## src/rtl/z80_bus_sync_if.sv

```systemverilog
// Z80 pin bundle plus the clean event outputs produced by z80_bus_sync.
interface z80_bus_sync_if;
   logic [15:0] z80_a;
   logic [7:0]  z80_d_in;
   logic        z80_rd;
   logic        z80_wr;
   logic        z80_m1;
   logic        z80_iorq;
   logic        z80_mreq;
   logic        evt_valid;
   logic [2:0]  evt_type;
   logic [15:0] evt_addr;
   logic [7:0]  evt_data;
   logic        cycle_active;
   logic [7:0]  glitch_cnt;

   modport master (
      output z80_a, z80_d_in, z80_rd, z80_wr, z80_m1, z80_iorq, z80_mreq,
      input  evt_valid, evt_type, evt_addr, evt_data, cycle_active, glitch_cnt
   );

   modport slave (
      input  z80_a, z80_d_in, z80_rd, z80_wr, z80_m1, z80_iorq, z80_mreq,
      output evt_valid, evt_type, evt_addr, evt_data, cycle_active, glitch_cnt
   );
endinterface

```

## src/rtl/z80_bus_sync.sv

```systemverilog
// Synchronizes and glitch-filters raw Z80 bus pins, emitting one clean event per bus cycle.
//   state    | meaning
//   IDLE     | bus idle or no candidate yet
//   QUALIFY  | candidate type seen, counting matching samples up to FILTER
//   ACTIVE   | one-clk event pulse with latched type/addr/data
//   WAIT_END | event emitted, waiting for iorq and mreq to both go idle
module z80_bus_sync #(
   parameter int SYNC_STAGES = 2,
   parameter int FILTER      = 2
) (
   input logic          clk,
   input logic          rst,
   z80_bus_sync_if.slave bus
);
   localparam logic [1:0] ST_IDLE     = 2'd0;
   localparam logic [1:0] ST_QUALIFY  = 2'd1;
   localparam logic [1:0] ST_ACTIVE   = 2'd2;
   localparam logic [1:0] ST_WAIT_END = 2'd3;

   localparam logic [2:0] T_NONE     = 3'd0;
   localparam logic [2:0] T_M1_FETCH = 3'd1;
   localparam logic [2:0] T_INT_ACK  = 3'd2;
   localparam logic [2:0] T_IO_RD    = 3'd3;
   localparam logic [2:0] T_IO_WR    = 3'd4;
   localparam logic [2:0] T_MEM_RD   = 3'd5;
   localparam logic [2:0] T_MEM_WR   = 3'd6;

   localparam int         SW       = 29;
   localparam logic [SW-1:0] SYNC_RST = {24'h0, 5'b11111};
   localparam logic [4:0] FILTER_W = 5'(FILTER);

   logic [SW-1:0] sync_q [SYNC_STAGES];
   logic [SW-1:0] sync_d [SYNC_STAGES];
   logic [SW-1:0] smp;

   always_comb begin
      sync_d[0] = {bus.z80_a, bus.z80_d_in, bus.z80_rd, bus.z80_wr,
                   bus.z80_m1, bus.z80_iorq, bus.z80_mreq};
      for (int i = 1; i < SYNC_STAGES; i++) sync_d[i] = sync_q[i-1];
   end

   always_ff @(posedge clk) begin
      if (rst) begin
         for (int i = 0; i < SYNC_STAGES; i++) sync_q[i] <= SYNC_RST;
      end else begin
         for (int i = 0; i < SYNC_STAGES; i++) sync_q[i] <= sync_d[i];
      end
   end

   assign smp = sync_q[SYNC_STAGES-1];

   logic [15:0] s_a;
   logic [7:0]  s_d;
   logic        s_rd, s_wr, s_m1, s_iorq, s_mreq, bus_idle;
   logic [2:0]  cur_type;

   assign s_a      = smp[28:13];
   assign s_d      = smp[12:5];
   assign s_rd     = smp[4];
   assign s_wr     = smp[3];
   assign s_m1     = smp[2];
   assign s_iorq   = smp[1];
   assign s_mreq   = smp[0];
   assign bus_idle = s_iorq & s_mreq;

   always_comb begin
      cur_type = T_NONE;
      if (!s_mreq && !s_rd && !s_m1)      cur_type = T_M1_FETCH;
      else if (!s_iorq && !s_m1)          cur_type = T_INT_ACK;
      else if (!s_iorq && !s_rd && s_m1)  cur_type = T_IO_RD;
      else if (!s_iorq && !s_wr && s_m1)  cur_type = T_IO_WR;
      else if (!s_mreq && !s_rd && s_m1)  cur_type = T_MEM_RD;
      else if (!s_mreq && !s_wr && s_m1)  cur_type = T_MEM_WR;
   end

   logic [1:0]  state_q, state_d;
   logic [3:0]  cnt_q, cnt_d;
   logic [2:0]  cand_q, cand_d;
   logic [7:0]  glitch_q, glitch_d;
   logic [2:0]  evt_type_q, evt_type_d;
   logic [15:0] evt_addr_q, evt_addr_d;
   logic [7:0]  evt_data_q, evt_data_d;
   logic [4:0]  cnt_inc;
   logic        go_active;

   assign cnt_inc = {1'b0, cnt_q} + 5'd1;

   always_comb begin
      state_d    = state_q;
      cnt_d      = cnt_q;
      cand_d     = cand_q;
      glitch_d   = glitch_q;
      evt_type_d = evt_type_q;
      evt_addr_d = evt_addr_q;
      evt_data_d = evt_data_q;
      go_active  = 1'b0;
      case (state_q)
         ST_IDLE: begin
            if (cur_type != T_NONE) begin
               cand_d = cur_type;
               cnt_d  = 4'd1;
               if (FILTER_W == 5'd1) go_active = 1'b1;
               else                  state_d   = ST_QUALIFY;
            end
         end
         ST_QUALIFY: begin
            if (cur_type == cand_q) begin
               cnt_d = cnt_inc[3:0];
               if (cnt_inc == FILTER_W) go_active = 1'b1;
            end else begin
               if (glitch_q != 8'hFF) glitch_d = glitch_q + 8'd1;
               cnt_d   = 4'd0;
               state_d = ST_IDLE;
            end
         end
         ST_ACTIVE: state_d = ST_WAIT_END;
         default: begin
            if (bus_idle) begin
               cnt_d   = 4'd0;
               state_d = ST_IDLE;
            end
         end
      endcase
      if (go_active) begin
         state_d    = ST_ACTIVE;
         evt_type_d = cur_type;
         evt_addr_d = s_a;
         // Only write cycles carry meaningful data on the bus
         evt_data_d = (cur_type == T_IO_WR || cur_type == T_MEM_WR) ? s_d : 8'h00;
      end
   end

   always_ff @(posedge clk) begin
      if (rst) begin
         state_q    <= ST_IDLE;
         cnt_q      <= 4'd0;
         cand_q     <= T_NONE;
         glitch_q   <= 8'd0;
         evt_type_q <= T_NONE;
         evt_addr_q <= 16'd0;
         evt_data_q <= 8'd0;
      end else begin
         state_q    <= state_d;
         cnt_q      <= cnt_d;
         cand_q     <= cand_d;
         glitch_q   <= glitch_d;
         evt_type_q <= evt_type_d;
         evt_addr_q <= evt_addr_d;
         evt_data_q <= evt_data_d;
      end
   end

   assign bus.evt_valid    = (state_q == ST_ACTIVE);
   assign bus.cycle_active = (state_q == ST_ACTIVE) || (state_q == ST_WAIT_END);
   assign bus.evt_type     = evt_type_q;
   assign bus.evt_addr     = evt_addr_q;
   assign bus.evt_data     = evt_data_q;
   assign bus.glitch_cnt   = glitch_q;
endmodule

```

## src/flat_wrapper.sv

```systemverilog
// flat-port wrapper written by rule: the top's interface ports become plain ports
module z80_bus_sync_flat 
#(
   parameter int SYNC_STAGES = 2,
   parameter int FILTER      = 2
)
  (clk, rst, bus_z80_a, bus_z80_d_in, bus_z80_rd, bus_z80_wr, bus_z80_m1, bus_z80_iorq, bus_z80_mreq, bus_evt_valid, bus_evt_type, bus_evt_addr, bus_evt_data, bus_cycle_active, bus_glitch_cnt);
  z80_bus_sync_if bus_i ();
  input logic clk;
  input logic rst;
  input wire logic [$bits(bus_i.z80_a)-1:0] bus_z80_a;
  input wire logic [$bits(bus_i.z80_d_in)-1:0] bus_z80_d_in;
  input wire logic [$bits(bus_i.z80_rd)-1:0] bus_z80_rd;
  input wire logic [$bits(bus_i.z80_wr)-1:0] bus_z80_wr;
  input wire logic [$bits(bus_i.z80_m1)-1:0] bus_z80_m1;
  input wire logic [$bits(bus_i.z80_iorq)-1:0] bus_z80_iorq;
  input wire logic [$bits(bus_i.z80_mreq)-1:0] bus_z80_mreq;
  output wire logic [$bits(bus_i.evt_valid)-1:0] bus_evt_valid;
  output wire logic [$bits(bus_i.evt_type)-1:0] bus_evt_type;
  output wire logic [$bits(bus_i.evt_addr)-1:0] bus_evt_addr;
  output wire logic [$bits(bus_i.evt_data)-1:0] bus_evt_data;
  output wire logic [$bits(bus_i.cycle_active)-1:0] bus_cycle_active;
  output wire logic [$bits(bus_i.glitch_cnt)-1:0] bus_glitch_cnt;
  assign bus_i.z80_a = bus_z80_a;
  assign bus_i.z80_d_in = bus_z80_d_in;
  assign bus_i.z80_rd = bus_z80_rd;
  assign bus_i.z80_wr = bus_z80_wr;
  assign bus_i.z80_m1 = bus_z80_m1;
  assign bus_i.z80_iorq = bus_z80_iorq;
  assign bus_i.z80_mreq = bus_z80_mreq;
  assign bus_evt_valid = bus_i.evt_valid;
  assign bus_evt_type = bus_i.evt_type;
  assign bus_evt_addr = bus_i.evt_addr;
  assign bus_evt_data = bus_i.evt_data;
  assign bus_cycle_active = bus_i.cycle_active;
  assign bus_glitch_cnt = bus_i.glitch_cnt;
  z80_bus_sync #(.SYNC_STAGES(SYNC_STAGES), .FILTER(FILTER)) u_core (.clk(clk), .rst(rst), .bus(bus_i));
endmodule
```

## config.mk

```make
export PLATFORM = sky130hd
export DESIGN_NAME = z80_bus_sync_flat
export DESIGN_NICKNAME = d
export VERILOG_FILES = /design/src/rtl/z80_bus_sync_if.sv /design/src/rtl/z80_bus_sync.sv /design/src/flat_wrapper.sv
export SDC_FILE = /design/constraint.sdc
export NUM_CORES = 1
export LEC_CHECK = 0
export ABC_AREA = 1
export ABC_CLOCK_PERIOD_IN_PS = 4000
export CAP_MARGIN = 40
export CORE_ASPECT_RATIO = 1.1
export CORE_UTILIZATION = 55
export DETAILED_ROUTE_END_ITERATION = 12
export GPL_TIMING_DRIVEN = 0
export PLACE_DENSITY_LB_ADDON = 0.3
export RECOVER_POWER = 100
export SLEW_MARGIN = 20
export SYNTH_ARGS = -nofsm -noshare
export SYNTH_HDL_FRONTEND = slang
export SYNTH_SLANG_ARGS = --single-unit
```

## constraint.sdc

```tcl
create_clock -name clk -period 4 [get_ports clk]
set_clock_uncertainty 0.05 [all_clocks]
set_input_delay 0.4 -clock clk [delete_from_list [all_inputs] [get_ports clk]]
set_output_delay 0.4 -clock clk [all_outputs]
set_load 0.01 [all_outputs]
```

**After elaboration in Yosys (flattened, before gate mapping)**

Memories as Yosys holds them, arrays and structs flattened.
Index checks and enable logic that the tools add are counted.

- Bits in registers: 44
- Output and inout bits: 37
- Word-level logic and storage cells: 80
- RAM bits: 58
- Memories: 1
- Input bits: 31

- Bitwise gates (word level): 5
- Reduce and logical (&&, ||, !) cells: 28
- Equality and inequality tests: 12
- Muxes and demuxes: 24
- $add $sub $neg: 2

Memories:

| name | words | width | read ports | clocked after Yosys merged registers in | write ports | RTL line | text |
|---|---|---|---|---|---|---|---|
| u_core.sync_q | 2 | 29 | 2 | 0 | 2 | z80_bus_sync.sv:32 | `logic [SW-1:0] sync_q [SYNC_STAGES];` |

Operator list:

| kind | count |
|---|---|
| 29-bit 2-to-1 mux | 2 |
| 3-bit 2-to-1 mux | 6 |
| 4-bit 2-to-1 mux | 3 |
| 4-bit one-hot mux with 3 select lines | 1 |
| 3-bit AND reduction | 4 |
| 1-bit logical AND | 10 |
| 8-bit by 1-bit adder with 8-bit output (second input constant) | 1 |
| 2-bit 2-to-1 mux | 4 |
| 8-bit 2-to-1 mux | 1 |
| 8-bit != test (second input constant) | 1 |
| 3-bit == test (second input constant) | 2 |
| 1-bit 2-to-1 mux | 6 |
| 2-bit one-hot mux with 3 select lines | 1 |
| 3-bit nonzero test | 2 |
| 4-bit by 1-bit adder with 5-bit output (second input constant) | 1 |
| 5-bit by 2-bit == test with 1-bit output (second input constant) | 1 |
| 1-bit logical NOT | 5 |
| 5-bit nonzero test | 1 |
| 2-bit == test (second input constant) | 2 |
| 4-bit nonzero test | 1 |
| 3-bit == test | 1 |
| 3-bit by 1-bit != test with 1-bit output (second input constant) | 1 |
| 3-bit by 2-bit != test with 1-bit output (second input constant) | 1 |
| 2-bit by 1-bit == test with 1-bit output (second input constant) | 1 |
| other kinds (9) | 12 |

**Logic depth before layout (Yosys ltp)**

- Depth after elaboration: 14
- Gate-level depth with buffers: 12
- Gate-level depth less buffers: 12

**Least setup slack after synthesis**

Ideal clock, no wire load.

- Path kind: reg2reg
- From: register u_core.cnt_q[0]
- To: register u_core.evt_addr_q[8], in the netlist u_core.bus.evt_addr[8]
- Data arrival time: 1603 ps
- Required time: 3836 ps
- Path buffers: 2
- Clock period less this slack: 1767 ps
- Path slack: 2233 ps
- Stages on the path, launching flop included: 9
- Library setup time: 114 ps
- Cells stage by stage: dfxtp_1 ha_1 xor2_1 nor3_1 nand4_1 buf_4 buf_6 nand3_1 nand2_1

- Word-level cells in the longest chain between the ends: 5

RTL lines:

| element | RTL line | text |
|---|---|---|
| start, declared | z80_bus_sync.sv:77 | `logic [3:0] cnt_q, cnt_d;` |
| start signal, assigned | z80_bus_sync.sv:144 | `cnt_q <= cnt_d;` |
| 4-bit by 1-bit adder with 5-bit output | z80_bus_sync.sv:86 | `assign cnt_inc = {1'b0, cnt_q} + 5'd1;` |
| 5-bit by 2-bit == test with 1-bit output | z80_bus_sync.sv:109 | `if (cnt_inc == FILTER_W) go_active = 1'b1;` |
| 1-bit 2-to-1 mux | z80_bus_sync.sv:109 |  |
| 1-bit 2-to-1 mux | z80_bus_sync.sv:107 | `if (cur_type == cand_q) begin` |
| 1-bit 2-to-1 mux | z80_bus_sync.sv:97 | `case (state_q)` |
| end signal, assigned | z80_bus_sync.sv:148 | `evt_addr_q <= evt_addr_d;` |
| end, declared | z80_bus_sync.sv:81 | `logic [15:0] evt_addr_q, evt_addr_d;` |

Every way passes these cells.
A chain may end at the register's enable or synchronous reset.

==> results by group <==
Run status
  • Outcome: finished, final reports clean

Global routing
  • GRT Overall Usage: 0.2360
  • Vias in the first global route: 2,845
  • Overflow after GRT: 0
  • Initial antenna violation count: 0
  • Largest net degree at the start of global routing: 20
  • First-pass GRT wire length: between 10,000 and 15,000 µm

Yosys
  • Async SR Flop Fraction: 0
  • Post-synth top flop: dfxtp_1
  • Yosys reg bits: 102
  • Post-synth top area cell: dfxtp_1
  • Most common cell in the netlist: dfxtp_1
  • Yosys warns: 0
  • Top post-synthesis cells by area: dfxtp_1, nand3_1, nand2_1, inv_1, nor2_1
  • Share of the synthesized area in the top cell type: 0.5572
  • Number of synthesized flops with an enable pin: 0
  • Syn Nets: 480
  • Register area share after synthesis: 0.5572
  • Unique cell type count in the Yosys netlist: 29
  • Synth Area per Inst: 8.217 µm²
  • Mapped cell area: 3665 µm²
  • Synth Instances: 446
  • Commonest cells post-synth: dfxtp_1, nand3_1, nand2_1

Detailed routing
  • Wire per inst: between 10 and 15 µm
  • Vias/cell: between 4 and 5
  • Detailed Routing Iterations Pass 1: 4
  • Iteration-0 DRC Markers: between 100 and 150
  • ANT nets after route: 0
  • Drt total wl: approximately 7400 µm
  • Detailed-route via count: ~2,900
  • DRC: 0

Clock network
  • Setup Fix Bufs, Post-CTS: 0
  • Clk Latency, worst-skew pair: between 300 and 400 ps
  • Clk buf depth: 2
  • Post_cts resized: 0
  • Num CTS Buffers: 9
  • CTS H-tree depth: 3
  • Clock root buffer: clkbuf_8
  • Cts hold-fix bufs: 0
  • CTS tree: built
  • CTS Sinks: 102
  • Worst-path clk slew: 110 ps

STA
  • Achievable Freq: 391.4 MHz
  • # setup viols final: 0
  • Unrepaired setup endpoints after global routing: false
  • Least-Margin Pin Slew: 508.3 ps
  • Final period util: 0.6387
  • Setup TNS: 0 ps
  • Max Slew Vio Count: 0
  • Final Hold Viols: 0
  • Crit path time final: 2555 ps
  • Setup ws final: about 1400 ps
  • Slew HR: 0.6576

Placement
  • DP Worst Slack: roughly 1900 ps
  • Hpwl dp: between 5000 and 6000 µm
  • IO Port Bufs: 67
  • Gpl congestion: around 0.83

Floorplanning
  • Die Area: 6994 µm²
  • Die width: ~80 µm
  • Die Y: roughly 88 µm
  • I/O pins: 68
  • Core ar.: roughly 6300 µm²
  • Std cell rows: 30
  • Initial Util: 0.5812

Setup path
  • Crit path max fanout: 10
  • R2R depth: 12
  • Critical path class: reg2reg
  • Critical Path AT: between 2000 and 3000 ps
  • Element type at the critical path start: register
  • WP data required: 4270 ps
  • Crit end category: register

Pwr
  • Clock share of power: 0.331
  • Pwr Total: approximately 1900 µW
  • Sequential group share of total power: 0.559
  • PwrDens: 416.1 nW/µm²
  • Sw Share: 0.2733
  • Switching Power: between 500 and 600 µW
  • Peak supply drop: about 0.3 mV
  • Internal: roughly 1400 µW
  • Leak: approximately 0.0022 µW
  • Logic pwr share: 0.110

Cells and area
  • Footprint of the multi-input gates: 1261 µm²
  • Area grow syn2layout: 25.88%
  • Share of layout cells above drive strength 1: 0.07170
  • Number of diodes: 0
  • Nets: ~560
  • Sequential cell area: ~2000 µm²
  • FILL cells: 483

Worst hold path
  • Hold Crit Class: reg2reg
  • Hold path depth: 2

Flow run
  • MaxCap Viol Count: 0
## placed cells by master (no fill, tap or decap), types with 2 or more instances in the layout
cell             count
dfxtp_1            102
nand2_1             70
nand3_1             69
inv_1               66
nor2_1              60
dlygate4sd3_1       38
clkdlybuf4s50_1     29
a21oi_1             16
clkbuf_1            15
or2_2               10
clkbuf_8            10
xor2_1               7
nand4_1              5
nor3_1               4
ha_1                 3
o21ai_1              2
nand2_2              2
nor2_8               2
buf_1                2
clkinv_4             2
inv_6                2
## per-stage QoR
stage | utilization | area, µm² | instances | hold slack, ps
global placement | 0.7034 | 4436 | 593 | 339.0
floorplan | - | 3665 | 446 | 338.3
detailed placement | 0.7042 | 4441 | 594 | 342.2
global route | 0.7315 | 4613 | 610 | 376.0
finish | 0.7315 | 4613 | 610 | 355.1
CTS | 0.7359 | 4641 | 610 | 356.4
## power groups by stage
stage	logic (µW)	registers, µW	clock network (µW)
2_1_floorplan	140	1090	0
6_report	210	1070	635
4_1_cts	216	1070	646
3_5_place_dp	214	1100	0
5_1_grt	235	1080	695
3_3_place_gp	207	1100	0
## kinds of logic (layout without fill, tap and decap cells)
group	count (synthesis)	after routing	share of synthesized area
AND/OR/NAND/NOR	226	226	0.2871
flip-flops	102	102	0.5572
buffers and inverters	86	170	0.09457
AO/OA/AOI/OAI	21	21	0.03175
XOR/XNOR	8	8	0.01912
adder cells (fa/ha/maj)	3	3	0.01024
## flip-flops by register name, summed over array words and instances (netlist names)
signal,count
u_core.bus.evt_type,3
u_core.state_q,2
u_core.bus.evt_addr,16
u_core.bus.evt_data,8
u_core.cand_q,3
u_core.bus.glitch_cnt,8
u_core.cnt_q,4
u_core.sync_q,58
## critical path, cell delays in order (launching register included)
cell and delay [ps]:
dfxtp_1 450, inv_1 90, nor2_1 100, nand3_1 70, nand2_1 80, nand2_1 90, nand2_1 80, nand2_1 190
nand4_1 190, clkbuf_1 390, clkbuf_1 470, nand3_1 160, nand2_1 100
## cell type report
cell class | instances | area share
clock buffer | 10 | 0.02983
timing repair buffer | 68 | 0.1465
sequential | 102 | 0.4426
tap | 80 | 0.02170
inverter | 67 | 0.05452
buffer | 19 | 0.01790
multi-input combinational | 258 | 0.2734
clock inverter | 6 | 0.01356
## worst paths after layout
kind,to,slack [ps],start
setup reg to reg,u_core.bus.evt_addr[8],1450,u_core.sync_q[0][30]
hold reg to reg,u_core.sync_q[0][38],360,u_core.sync_q[0][9]
setup / recovery,u_core.bus.evt_addr[8],1450,u_core.sync_q[0][30]
hold / removal,u_core.sync_q[0][38],360,u_core.sync_q[0][9]
## per-layer routing
metal | track usage | wire length, µm | vias up
met1 | 0.2828 | 3291 | 1340
li1 | - | - | 1537
met4 | 0.07468 | 83 | 0
met3 | 0.07292 | 387 | 9
met5 | 0 | 0 | -
met2 | 0.4056 | 3679 | 61
No activity file was read; power rests on OpenSTA's default activity.
